<file path="src/rtl/fetch_stage_if.sv">
// fetch_stage_if: handshake/bus bundle between the fetch stage, its
// instruction memory, the hazard unit and the ID-stage decoder.
//   stall        hazard unit -> fetch : hold PC and IF/ID
//   redirect     ID -> fetch          : branch taken / jump this cycle
//   redirect_pc  ID -> fetch          : redirect target
//   imem_addr    fetch -> imem        : word address (= pc)
//   imem_data    imem -> fetch        : instruction word, same cycle
//   pc           fetch -> observers   : current fetch PC
//   if_id_instr  fetch -> decoder     : latched instruction
//   if_id_pc4    fetch -> decoder     : latched PC+4 of that instruction
//   if_id_valid  fetch -> decoder     : IF/ID holds a real instruction
//   reg_reset    fetch -> decoder     : squash, equals ~if_id_valid
// slave modport is the fetch stage; master modport is its environment.
interface fetch_stage_if;
  logic        stall;
  logic        redirect;
  logic [31:0] redirect_pc;
  logic [31:0] imem_addr;
  logic [31:0] imem_data;
  logic [31:0] pc;
  logic [31:0] if_id_instr;
  logic [31:0] if_id_pc4;
  logic        if_id_valid;
  logic        reg_reset;

  modport slave (
    input  stall, redirect, redirect_pc, imem_data,
    output imem_addr, pc, if_id_instr, if_id_pc4, if_id_valid, reg_reset
  );

  modport master (
    output stall, redirect, redirect_pc, imem_data,
    input  imem_addr, pc, if_id_instr, if_id_pc4, if_id_valid, reg_reset
  );
endinterface

</file>
<file path="src/rtl/fetch_stage.sv">
// fetch_stage: instruction-fetch stage plus IF/ID pipeline register of the
// 5-stage MIPS pipeline.
// Ports:
//   clk    pipeline clock, all state updates on the rising edge
//   reset  synchronous active-high reset (overrides stall and redirect)
//   bus    fetch_stage_if.slave (stall/redirect in, imem port, IF/ID out)
// Parameters:
//   RESET_PC  PC loaded on reset
//   NOP_WORD  word inserted into IF/ID on a bubble or flush
// Configuration macro:
//   BRANCH_DELAY_SLOT_EN  defined: the instruction fetched alongside a
//   redirect is kept as a valid delay-slot instruction. Undefined (default):
//   that instruction is squashed to NOP_WORD with valid=0.
module fetch_stage #(
  parameter logic [31:0] RESET_PC = 32'h0000_3000,
  parameter logic [31:0] NOP_WORD = 32'h0000_0000
) (
  input logic           clk,
  input logic           reset,
  fetch_stage_if.slave  bus
);

  logic [31:0] pc_q;
  logic [31:0] instr_q;
  logic [31:0] pc4_q;
  logic        valid_q;
  logic [31:0] pc_plus4;
  logic [31:0] target_pc;

  // Sequential successor wraps naturally modulo 2^32. Redirect targets are
  // word-aligned by clearing the two low bits; no range check is applied.
  assign pc_plus4  = pc_q + 32'd4;
  assign target_pc = bus.redirect_pc & ~32'd3;

  // PC and IF/ID register. Priority: reset > stall > redirect > sequential.
  // A redirect seen during a stall is dropped; the stalled ID instruction
  // re-asserts it once the stall clears.
  always_ff @(posedge clk) begin
    if (reset) begin
      pc_q    <= RESET_PC;
      instr_q <= NOP_WORD;
      pc4_q   <= 32'd0;
      valid_q <= 1'b0;
    end else if (!bus.stall) begin
      pc4_q <= pc_plus4;
      if (bus.redirect) begin
        pc_q <= target_pc;
`ifdef BRANCH_DELAY_SLOT_EN
        instr_q <= bus.imem_data;
        valid_q <= 1'b1;
`else
        instr_q <= NOP_WORD;
        valid_q <= 1'b0;
`endif
      end else begin
        pc_q    <= pc_plus4;
        instr_q <= bus.imem_data;
        valid_q <= 1'b1;
      end
    end
  end

  assign bus.imem_addr   = pc_q;
  assign bus.pc          = pc_q;
  assign bus.if_id_instr = instr_q;
  assign bus.if_id_pc4   = pc4_q;
  assign bus.if_id_valid = valid_q;
  assign bus.reg_reset   = ~valid_q;

endmodule

</file>
<file path="src/flat_wrapper.sv">
// flat-port wrapper written by rule: the top's interface ports become plain ports
module fetch_stage_flat 
#(
  parameter logic [31:0] RESET_PC = 32'h0000_3000,
  parameter logic [31:0] NOP_WORD = 32'h0000_0000
)
  (clk, reset, bus_stall, bus_redirect, bus_redirect_pc, bus_imem_data, bus_imem_addr, bus_pc, bus_if_id_instr, bus_if_id_pc4, bus_if_id_valid, bus_reg_reset);
  fetch_stage_if bus_i ();
  input logic clk;
  input logic reset;
  input wire logic [$bits(bus_i.stall)-1:0] bus_stall;
  input wire logic [$bits(bus_i.redirect)-1:0] bus_redirect;
  input wire logic [$bits(bus_i.redirect_pc)-1:0] bus_redirect_pc;
  input wire logic [$bits(bus_i.imem_data)-1:0] bus_imem_data;
  output wire logic [$bits(bus_i.imem_addr)-1:0] bus_imem_addr;
  output wire logic [$bits(bus_i.pc)-1:0] bus_pc;
  output wire logic [$bits(bus_i.if_id_instr)-1:0] bus_if_id_instr;
  output wire logic [$bits(bus_i.if_id_pc4)-1:0] bus_if_id_pc4;
  output wire logic [$bits(bus_i.if_id_valid)-1:0] bus_if_id_valid;
  output wire logic [$bits(bus_i.reg_reset)-1:0] bus_reg_reset;
  assign bus_i.stall = bus_stall;
  assign bus_i.redirect = bus_redirect;
  assign bus_i.redirect_pc = bus_redirect_pc;
  assign bus_i.imem_data = bus_imem_data;
  assign bus_imem_addr = bus_i.imem_addr;
  assign bus_pc = bus_i.pc;
  assign bus_if_id_instr = bus_i.if_id_instr;
  assign bus_if_id_pc4 = bus_i.if_id_pc4;
  assign bus_if_id_valid = bus_i.if_id_valid;
  assign bus_reg_reset = bus_i.reg_reset;
  fetch_stage #(.RESET_PC(RESET_PC), .NOP_WORD(NOP_WORD)) u_core (.clk(clk), .reset(reset), .bus(bus_i));
endmodule
</file>
<file path="config.mk">
export PLATFORM = sky130hd
export DESIGN_NAME = fetch_stage_flat
export DESIGN_NICKNAME = d
export VERILOG_FILES = /design/src/rtl/fetch_stage_if.sv /design/src/rtl/fetch_stage.sv /design/src/flat_wrapper.sv
export SDC_FILE = /design/constraint.sdc
export NUM_CORES = 1
export LEC_CHECK = 0
export BUFFER_PORTS_ARGS = -buffer_cell sky130_fd_sc_hd__buf_2
export CAP_MARGIN = 20
export CORE_AREA = 2 2 127 80
export CTS_CLUSTER_DIAMETER = 120
export DETAILED_ROUTE_END_ITERATION = 12
export DIE_AREA = 0 0 129 82
export PLACE_DENSITY_LB_ADDON = 0.25
export SLEW_MARGIN = 20
export SYNTH_ARGS = -nofsm -noshare
export SYNTH_HDL_FRONTEND = slang
export SYNTH_SLANG_ARGS = --single-unit
export TNS_END_PERCENT = 5
</file>
<file path="constraint.sdc">
create_clock -name clk -period 4 [get_ports clk]
set_input_delay 0.4 -clock clk [delete_from_list [all_inputs] [get_ports clk]]
set_output_delay 0.4 -clock clk [all_outputs]
set_load 0.05 [all_outputs]
</file>
==> metrics.md <==
| Metric | Value |
|---|---|
| N_diodes | 0 |
| Filler instances | 854 |
| Final slew viol count | 0 |
| Peak supply drop | 0.204 mV |
| Post-CTS Setup Bufs | 0 |
| Vias per cell | 5.85 |
| DR vias | 4950 |
| Relative slew margins | 0.294 |
| DR iter-0 viols | 443 |
| I/O pin cnt | 198 |
| Clk slew on worst S/H paths | 0.07 ns |
| Max Cap Viol | 0 |
| Worst Max-Slew Pin Slew | 1.06 ns |
| RSZ-0062 raised after global routing | false |
| CTS tree | built |
| Largest net degree at the start of global routing | 74 |
| Vias in the first global route | 4300 |
| GRT Total Usage | 0.263 |
| Cell area after placement | 5470 µm² |
| Nets | 775 |
| Met2 Use GR | 0.408 |
| GPL Wtd Cong | 0.823 |
| CP arrival | 3.17 ns |
| PD cells | 411 nW/µm² |
| Inst Count DP | 830 |
| CTS Root Cell | clkbuf_16 |
| Synthesized flop and latch total | 93 |
| DRC errors left | 0 |
| Post-synthesis sequential area ratio | 0.390 |
| Most used DFF post-synth | dfxtp_1 |
| Critical Path RT | 4.25 ns |
| Clock Skew | 0.00829 ns |
| I/O Buffers | 189 |
| Grt met1 use | 0.371 |
| Min Hold Slack | 0.285 ns |
| CTS Sinks | 93 |
| Routed Antenna Nets | 0 |
| FMAX | 0.342 GHz |
| Crit path launch type | flop |
| Met3 usage | 0.0476 |
| R2R Setup Slk | 1.08 ns |
| Crit path max fanout | 16 |
| Post-synth ARST share | 0 |
| Hold WC Path Type | in2reg |
| Hold endpoint | u_core.bus.if_id_instr[18]$_SDFFE_PP0N_ |
| Congestion Overflow GR | 0 |
| DP HPWL | 9800 µm |
| Worst r2r dst | u_core.bus.if_id_pc4[26]$_SDFFE_PP0N_ |
| HP Start | bus_imem_data[18] |
| Finished Layout Cells | 846 |
| Pleak | 2.46 nW |
| Period minus WS final | 2.92 ns |
| Cells after synthesis | 588 |
| Yosys synthesis warning count | 0 |
| Fin area | 5760 µm² |
| Initial cell density of the core | 0.503 |
| PnR Total Power | 2.37 mW |
| Setup_tns | 0 ns |
| Mapped Area | 4770 µm² |
| Area of the core | 9490 µm² |
| CTS max path bufs | 2 |
| 1st-pass router iterations | 6 |
| Status | finished, final reports clean |
| Busiest layer in global routing | met2 |
| Final wirelength | 14300 µm |
| Final number of setup-violating endpoints | 0 |
| Layout cell share with drive strength beyond 1 | 0.312 |
| Die H | 82 µm |
| Post-CTS sizing | 0 |
| Area growth, synth to finish | 20.6% |
| Hold Buf Count CTS | 0 |
| Crit Path Category | reg2reg |
| Max H-tree Level | 3 |
| Clock insertion delay at the later pin of the skew report | 0.35 ns |
| Chip width | 129 µm |
| Tcrit/Tclk final | 0.730 |
| EDFF count, synth | 0 |
| Drt wl/cell | 16.9 µm |
| CTS buffer count | 9 |
| R2R Path Start | u_core.bus.imem_addr[2]$_SDFFE_PP0N_ |
| Cell variety after synth | 56 |
| CP Capture Type | flop |
| Reg2Reg Depth | 6 |
| Global-route wire length before repair | 21900 µm |
| Rows | 28 |
| Hold Path Stages | 3 |
| Die area | 10600 µm² |
| Mean Syn Cell Area | 8.12 µm² |
| Initial antenna violation count | 0 |
| Final Hold Viols | 0 |
## per-stage QoR
step                utilization  worst slack [ns]
finish                    0.606              1.08
global route              0.606             0.930
CTS                       0.606              1.11
detailed placement        0.576              1.12
global placement          0.576              1.25
floorplan                     -              1.40
## layer usage
layer / share of wire / wire length (µm) / up-vias
li1: - / - / 2367
met1: 0.46 / 6590 / 2341
met4: 0.0088 / 126 / 0
met2: 0.45 / 6430 / 226
met5: 0 / 0 / -
met3: 0.079 / 1130 / 16
## cell type report
cell class | instances | area [µm²] | area share
Timing Repair Buffer | 198 | 1010 | 0.176
Clock buffer | 9 | 225 | 0.0391
Inverter | 13 | 48.8 | 0.00848
Multi-Input combinational cell | 391 | 2380 | 0.413
Clock inverter | 7 | 60.1 | 0.0104
Tap cell | 135 | 169 | 0.0293
Sequential cell | 93 | 1860 | 0.323
## where the power goes
part / switching, mW / internal, mW
logic: 0.382 / 0.128
clock network: 0.394 / 0.430
registers: 0.0596 / 0.974
total: 0.835 / 1.53
## synth_stat cells, types with 12 or more instances
cell,instances,area share
a21oi_1,20,0.021
dfxtp_1,93,0.39
inv_1,12,0.0094
nand2_1,42,0.033
a31oi_1,12,0.016
buf_4,36,0.057
nor2_1,78,0.061
clkbuf_1,47,0.037
nand3_1,14,0.015
a211oi_1,17,0.027
a22oi_1,43,0.068
o21ai_0,17,0.018
## cell usage in the layout (no fill, tap or decap), drive strengths merged, types with 4 or more instances in the layout
master | synthesis | layout
nand2 | 42 | 42
o2111ai | 5 | 5
xnor2 | 9 | 9
nand4 | 10 | 10
o311ai | 4 | 4
nor3 | 10 | 10
and3 | 6 | 6
clkbuf | 49 | 9
nand3 | 14 | 14
or4 | 8 | 8
or3 | 7 | 7
and4 | 5 | 5
a211oi | 17 | 17
o221ai | 5 | 5
nor4 | 10 | 10
a22oi | 43 | 43
nor2 | 78 | 78
buf | 47 | 198
o21ai | 17 | 17
dfxtp | 93 | 93
inv | 13 | 15
conb | 1 | 6
o31ai | 8 | 8
a31oi | 12 | 12
a311oi | 10 | 10
a21oi | 20 | 20
## critical path, stage by stage, from the launching register on
cell,delay (ns)
dfxtp_1,0.52
ha_1,0.32
nand3_1,0.10
buf_4,0.21
or4_1,0.80
or4_1,0.57
a311oi_1,0.29
## sequential cells by signal, summed over array words and instances (netlist names)
signal                  count
u_core.bus.if_id_instr     32
u_core.bus.if_id_pc4       30
u_core.bus.imem_addr       30
u_core.bus.if_id_valid      1
## how the worst max path moves through the flow
stage | startpoint | depth (start not counted) | endpoint | slack, ns
6_report | u_core.bus.imem_addr[2]$_SDFFE_PP0N_ | 6 | u_core.bus.if_id_pc4[26]$_SDFFE_PP0N_ | 1.08
5_1_grt | u_core.bus.imem_addr[2]$_SDFFE_PP0N_ | 6 | u_core.bus.if_id_pc4[26]$_SDFFE_PP0N_ | 0.93
4_1_cts | u_core.bus.imem_addr[2]$_SDFFE_PP0N_ | 6 | u_core.bus.if_id_pc4[26]$_SDFFE_PP0N_ | 1.11
3_5_place_dp | u_core.bus.imem_addr[2]$_SDFFE_PP0N_ | 6 | u_core.bus.if_id_pc4[26]$_SDFFE_PP0N_ | 1.12
3_3_place_gp | u_core.bus.imem_addr[2]$_SDFFE_PP0N_ | 6 | u_core.bus.if_id_pc4[26]$_SDFFE_PP0N_ | 1.25
2_1_floorplan | u_core.bus.imem_addr[2]$_SDFFE_PP0N_ | 6 | u_core.bus.if_id_pc4[26]$_SDFFE_PP0N_ | 1.40
## kinds of logic (layout without fill, tap and decap cells)
family,count (synthesis),after routing,share of synthesized area
XOR/XNOR,12,12,0.0220
AO/OA/AOI/OAI,167,167,0.254
multiplexers,3,3,0.00629
other,1,6,0.000786
AND/OR/NAND/NOR,202,202,0.208
flip-flops,93,93,0.390
buffers and inverters,109,227,0.116
adder cells (fa/ha/maj),1,1,0.00262
Note: power is estimated with default switching activity, not from simulation.
